**src/rtl/div_pkg.sv**
```systemverilog
// Shared definitions for the sequential restoring divider: FSM state encoding
// and the sizing of the per-bit iteration counter.
package div_pkg;

    typedef enum logic [1:0] {
        S_IDLE = 2'd0,
        S_BUSY = 2'd1,
        S_DONE = 2'd2
    } div_state_e;

    localparam int DIV_NBIT  = 32;
    localparam int DIV_CNT_W = $clog2(DIV_NBIT);

    // Counter width for an NBIT-step division; never narrower than one bit.
    function automatic int div_cnt_width(input int nbit);
        return (nbit <= 2) ? 1 : $clog2(nbit);
    endfunction

endpackage

```
**src/rtl/div_step.sv**
```systemverilog
// One restoring-division iteration: shift {rem,quo} left by one, try to
// subtract the divisor, keep the difference only when it does not borrow.
module div_step #(
    parameter int NBIT = 32
) (
    input  logic [NBIT-1:0] rem,
    input  logic [NBIT-1:0] quo,
    input  logic [NBIT-1:0] divisor,
    output logic [NBIT-1:0] rem_next,
    output logic [NBIT-1:0] quo_next
);

    logic [NBIT:0] rem_shifted;
    logic [NBIT:0] trial;

    // The extra top bit makes the trial subtraction exact, so its MSB is the borrow.
    always_comb begin
        rem_shifted = {rem, quo[NBIT-1]};
        trial       = rem_shifted - {1'b0, divisor};
        if (trial[NBIT] == 1'b0) begin
            rem_next = trial[NBIT-1:0];
            quo_next = {quo[NBIT-2:0], 1'b1};
        end else begin
            rem_next = rem_shifted[NBIT-1:0];
            quo_next = {quo[NBIT-2:0], 1'b0};
        end
    end

endmodule

```
**src/rtl/seq_restoring_divider.sv**
```systemverilog
// Multi-cycle signed/unsigned integer divider producing one quotient bit per
// cycle, with valid/ready handshakes on both the operand and result sides.
module seq_restoring_divider
    import div_pkg::*;
#(
    parameter int NBIT = 32
) (
    input  logic            clk,
    input  logic            rst_n,
    input  logic            in_valid,
    output logic            in_ready,
    input  logic [NBIT-1:0] dividend,
    input  logic [NBIT-1:0] divisor,
    input  logic            is_signed,
    output logic            out_valid,
    input  logic            out_ready,
    output logic [NBIT-1:0] quotient,
    output logic [NBIT-1:0] remainder
);

    localparam int CW = div_cnt_width(NBIT);
    localparam logic [CW-1:0]   LAST_CNT = CW'(NBIT - 1);
    localparam logic [NBIT-1:0] MIN_VAL  = {1'b1, {(NBIT-1){1'b0}}};

    div_state_e      state_q, state_d;
    logic [NBIT-1:0] rem_q, rem_d;
    logic [NBIT-1:0] quo_q, quo_d;
    logic [NBIT-1:0] div_q, div_d;
    logic [CW-1:0]   cnt_q, cnt_d;
    logic            neg_quo_q, neg_quo_d;
    logic            neg_rem_q, neg_rem_d;
    logic [NBIT-1:0] quotient_q, quotient_d;
    logic [NBIT-1:0] remainder_q, remainder_d;

    logic [NBIT-1:0] step_rem;
    logic [NBIT-1:0] step_quo;
    logic [NBIT-1:0] dividend_abs;
    logic [NBIT-1:0] divisor_abs;
    logic            dividend_neg;
    logic            divisor_neg;

    div_step #(.NBIT(NBIT)) u_step (
        .rem      (rem_q),
        .quo      (quo_q),
        .divisor  (div_q),
        .rem_next (step_rem),
        .quo_next (step_quo)
    );

    assign in_ready  = (state_q == S_IDLE);
    assign out_valid = (state_q == S_DONE);
    assign quotient  = quotient_q;
    assign remainder = remainder_q;

    // Operand magnitudes; the most negative value maps onto itself, which is its correct unsigned magnitude.
    always_comb begin
        dividend_neg = is_signed & dividend[NBIT-1];
        divisor_neg  = is_signed & divisor[NBIT-1];
        dividend_abs = dividend_neg ? (-dividend) : dividend;
        divisor_abs  = divisor_neg  ? (-divisor)  : divisor;
    end

    // Next-state logic: special cases finish immediately, everything else iterates NBIT times.
    always_comb begin
        state_d     = state_q;
        rem_d       = rem_q;
        quo_d       = quo_q;
        div_d       = div_q;
        cnt_d       = cnt_q;
        neg_quo_d   = neg_quo_q;
        neg_rem_d   = neg_rem_q;
        quotient_d  = quotient_q;
        remainder_d = remainder_q;
        case (state_q)
            S_IDLE: begin
                if (in_valid) begin
                    if (divisor == '0) begin
                        quotient_d  = '1;
                        remainder_d = dividend;
                        state_d     = S_DONE;
                    end else if (is_signed && (dividend == MIN_VAL) && (divisor == '1)) begin
                        quotient_d  = MIN_VAL;
                        remainder_d = '0;
                        state_d     = S_DONE;
                    end else begin
                        rem_d     = '0;
                        quo_d     = dividend_abs;
                        div_d     = divisor_abs;
                        cnt_d     = '0;
                        neg_quo_d = dividend_neg ^ divisor_neg;
                        neg_rem_d = dividend_neg;
                        state_d   = S_BUSY;
                    end
                end
            end
            S_BUSY: begin
                rem_d = step_rem;
                quo_d = step_quo;
                cnt_d = cnt_q + 1'b1;
                if (cnt_q == LAST_CNT) begin
                    quotient_d  = neg_quo_q ? (-step_quo) : step_quo;
                    remainder_d = neg_rem_q ? (-step_rem) : step_rem;
                    state_d     = S_DONE;
                end
            end
            S_DONE: begin
                if (out_ready) begin
                    state_d = S_IDLE;
                end
            end
            default: begin
                state_d = S_IDLE;
            end
        endcase
    end

    // State and datapath registers; reset aborts any division in flight.
    always_ff @(posedge clk) begin
        if (!rst_n) begin
            state_q     <= S_IDLE;
            rem_q       <= '0;
            quo_q       <= '0;
            div_q       <= '0;
            cnt_q       <= '0;
            neg_quo_q   <= 1'b0;
            neg_rem_q   <= 1'b0;
            quotient_q  <= '0;
            remainder_q <= '0;
        end else begin
            state_q     <= state_d;
            rem_q       <= rem_d;
            quo_q       <= quo_d;
            div_q       <= div_d;
            cnt_q       <= cnt_d;
            neg_quo_q   <= neg_quo_d;
            neg_rem_q   <= neg_rem_d;
            quotient_q  <= quotient_d;
            remainder_q <= remainder_d;
        end
    end

endmodule
```
**config.mk**
```make
export PLATFORM = sky130hd
export DESIGN_NAME = seq_restoring_divider
export DESIGN_NICKNAME = d
export VERILOG_FILES = /design/src/rtl/div_pkg.sv /design/src/rtl/div_step.sv /design/src/rtl/seq_restoring_divider.sv
export SDC_FILE = /design/constraint.sdc
export NUM_CORES = 1
export LEC_CHECK = 0
export CAP_MARGIN = 10
export CORE_AREA = 2 2 222 224
export DETAILED_ROUTE_END_ITERATION = 8
export DIE_AREA = 0 0 224 226
export PLACE_DENSITY = 0.42
export SYNTH_ARGS = -nofsm -noshare
export SYNTH_HDL_FRONTEND = slang
export SYNTH_HIERARCHICAL = 1
export SYNTH_SLANG_ARGS = --single-unit
```
**constraint.sdc**
```tcl
create_clock -name clk -period 6 [get_ports clk]
set_clock_uncertainty 0.05 [all_clocks]
set_input_delay 1.2 -clock clk [delete_from_list [all_inputs] [get_ports clk]]
set_output_delay 1.2 -clock clk [all_outputs]
set_load 0.02 [all_outputs]
```
==> flow_summary.yaml <==
die:
  rows: 81
  die_area_sq_mm: 0.0506
  io_pins: 135
  start_util_pct: 25.8
  die_h_um: 226
  die_w_um: 224
  coreArea_sq_mm: 0.0483
cts:
  cts-root-buf: "clkbuf_16"
  post_cts_buffers: 0
  tritoncts: "done"
  numCtsBuffers: 17
  worstSkewPairLatency_ns: 0.47
  clk_path_buf_depth: 2
  hold_buffers: 0
  cts_sinks: 169
  clk_pin_slew_ns: 0.07
  cts-htree-levels: 4
  cts-resized-gates: 0
logic_synthesis:
  ys.flop_type: "dfxtp_1"
  synth.area.top_cells: "dfxtp_1 (27%), xnor2_1 (7.0%), a21oi_1 (5.7%)"
  syn_nets: 1667
  synth-seq-cells: 169
  synth.most_common_cell: "dfxtp_1"
  syn_area_sq_mm: 0.0125
  yosys.area.top_type: "dfxtp_1"
  synthArstFlopShare_pct: 0
  avgSynthCellArea_sq_um: 7.99
  synth_cell_type_count: 83
  synth-edff-count: 0
  yosysSeqAreaShare_pct: 27.2
  synth_warnings: 6
  synthTopCellsByCount: "dfxtp_1 (169), a21oi_1 (142), clkbuf_1 (108), nand2_1 (108), xnor2_1 (100)"
  synth_top_area_share_pct: 27.2
  netlist_instances: 1558
power:
  p_leak_nw: 5.40
  p_per_area_mw_per_mm2: 351
  ir_worst_vdd_uv: 388
worst_setup_path:
  path_class: "reg -> reg"
  crit_required_ns: 6.35
  start_kind: "flop"
  path_max_fanout: 12
  worstPathArrival_ns: 5.79
  critPathCaptureType: "flop"
finish:
  syn2layout_area_growth_pct: 17.2
  antenna_cells: 0
  layout.nets: 1686
  final_cells: 2210
  final_layout_size_suffix_gt1_share_pct: 7.05
sta:
  setup_viol: 0
  tns_ns: 0
  tightest_slew_ns: 1.21
  drv_slew: 0
  maxSlewHeadroom_pct: 18.8
  hold_violations: 0
  max_clock_freq_ghz: 0.184
  rsz0062_at_grt: "no"
  min_period_ns: 5.45
  finalCritPeriodShare_pct: 90.8
route:
  vias: 12200
  ant_nets: 0
  drt_iter0_drc: 789
  finalWirelength_mm: 48.7
  viasPerCell: 5.50
  drt_first_pass_iters: 7
  post_drt_wl_per_cell_um: 22.0
  drc_errors: 0
global_routing:
  grt-ovfl-total: 0
  antenna_found_initial: 0
  grt_start_max_net_pins: 84
  grt_pass1_wl_mm: 74.2
  grtUsageTotal_pct: 19.2
  grt_pass1_vias: 11900
run_status:
  status: "completed"
place:
  numPortBuffers: 134
  dp.cells: 2180
  gp_congestion: 0.842
  dp_hpwl_mm: 35.6
min_path:
  hold_class: "reg -> reg"
flow_run:
  cap_violations: 0
final cells by class:
cell class	count	area, sq um
clock inverters	7	45.0
inverters	51	191
multi-input cells	1176	8170
fillers	5211	33700
clock buffers	23	478
well taps	622	778
repair buffers	162	1560
flip-flops and latches	169	3380
critical path, stage by stage, from the launching register on:
cell	delay, ns
dfxtp_1	0.35
inv_1	0.05
ha_1	0.20
fa_1	0.40
and2b_1	0.24
o2111ai_1	0.16
a21oi_2	0.23
o2111ai_1	0.18
a211oi_2	0.29
nor2_2	0.12
mux2i_1	0.20
and2_4	0.28
inv_2	0.12
mux2_1	0.40
or4b_2	0.78
nand4b_1	0.45
o41ai_1	0.44
xnor2_1	0.17
a22oi_1	0.08
a21oi_1	0.18
through the flow:
step	total power (W)	instance area, sq um	hold WS, ns	worst slack, ns	util (%)
after floorplan	0.00328	12500	0.400	1.27	-
after global placement	0.00407	14100	0.400	0.704	29.1
after detailed placement	0.00405	14100	0.406	0.600	29.1
after CTS	0.00513	14600	0.416	0.556	30.2
after global routing	0.00544	14600	0.438	0.277	30.2
final	0.00513	14600	0.411	0.554	30.2
state kept, by name, summed over array words and instances (netlist names):
signal     count
cnt_q          5
div_q         32
neg_quo_q      1
neg_rem_q      1
quo_q         32
quotient      32
rem_q         32
remainder     32
state_q        2
routing by layer:
metal,wire length [um],GRT usage (%)
met1,21600,24.3
met4,1030,5.94
met5,0,0
met2,24400,34.0
met3,1600,2.17
placed cells by master, fill, tap and decap left out, types with 20 or more instances in the layout:
| cell type | Yosys | final |
|---|---|---|
| a211oi_1 | 31 | 31 |
| or3_1 | 20 | 20 |
| a31oi_1 | 24 | 24 |
| buf_4 | 32 | 28 |
| nand3_1 | 72 | 72 |
| o21ai_0 | 65 | 65 |
| nor4_1 | 22 | 22 |
| nor3_1 | 23 | 23 |
| o2111ai_1 | 28 | 28 |
| xnor2_1 | 100 | 100 |
| o311ai_0 | 25 | 25 |
| inv_1 | 49 | 48 |
| o211ai_1 | 38 | 38 |
| o31ai_1 | 32 | 32 |
| xor2_1 | 45 | 45 |
| ha_1 | 39 | 39 |
| o211a_1 | 25 | 25 |
| clkdlybuf4s50_1 | 0 | 133 |
| nand2_1 | 108 | 108 |
| nor2_1 | 57 | 55 |
| a21oi_1 | 142 | 142 |
| dfxtp_1 | 169 | 168 |
| o41ai_1 | 30 | 30 |
| a22oi_1 | 39 | 39 |
path summary, 6_finish.rpt:
check	from	slack (ns)	to	depth (start not counted)
worst max register to register	quo_q[31]	0.55	remainder[20]	19
worst min register to register	quotient[21]	0.41	quotient[21]	2
worst max-delay path	quo_q[31]	0.55	remainder[20]	19
worst min-delay path	quotient[21]	0.41	quotient[21]	2
cell families after synthesis:
kind of cell               Yosys count  synth area share, %
muxes                               27                 2.95
xor gates and xnor gates           145                 10.2
DFF                                169                 27.2
adders and majority gates           40                 4.08
buffers and inverters              213                 7.68
AOI/OAI and AO/OA                  560                 31.0
and+or+nand+nor                    404                 16.9
power breakdown:
group / switching, W / leakage, nW / total, W / internal [W]
registers: 0.0000716 / 1.37 / 0.00126 / 0.00119
logic: 0.00177 / 3.76 / 0.00281 / 0.00104
clock network: 0.000507 / 0.259 / 0.00106 / 0.000557
total: 0.00235 / 5.40 / 0.00513 / 0.00278
No activity file was read; power rests on OpenSTA's default activity.
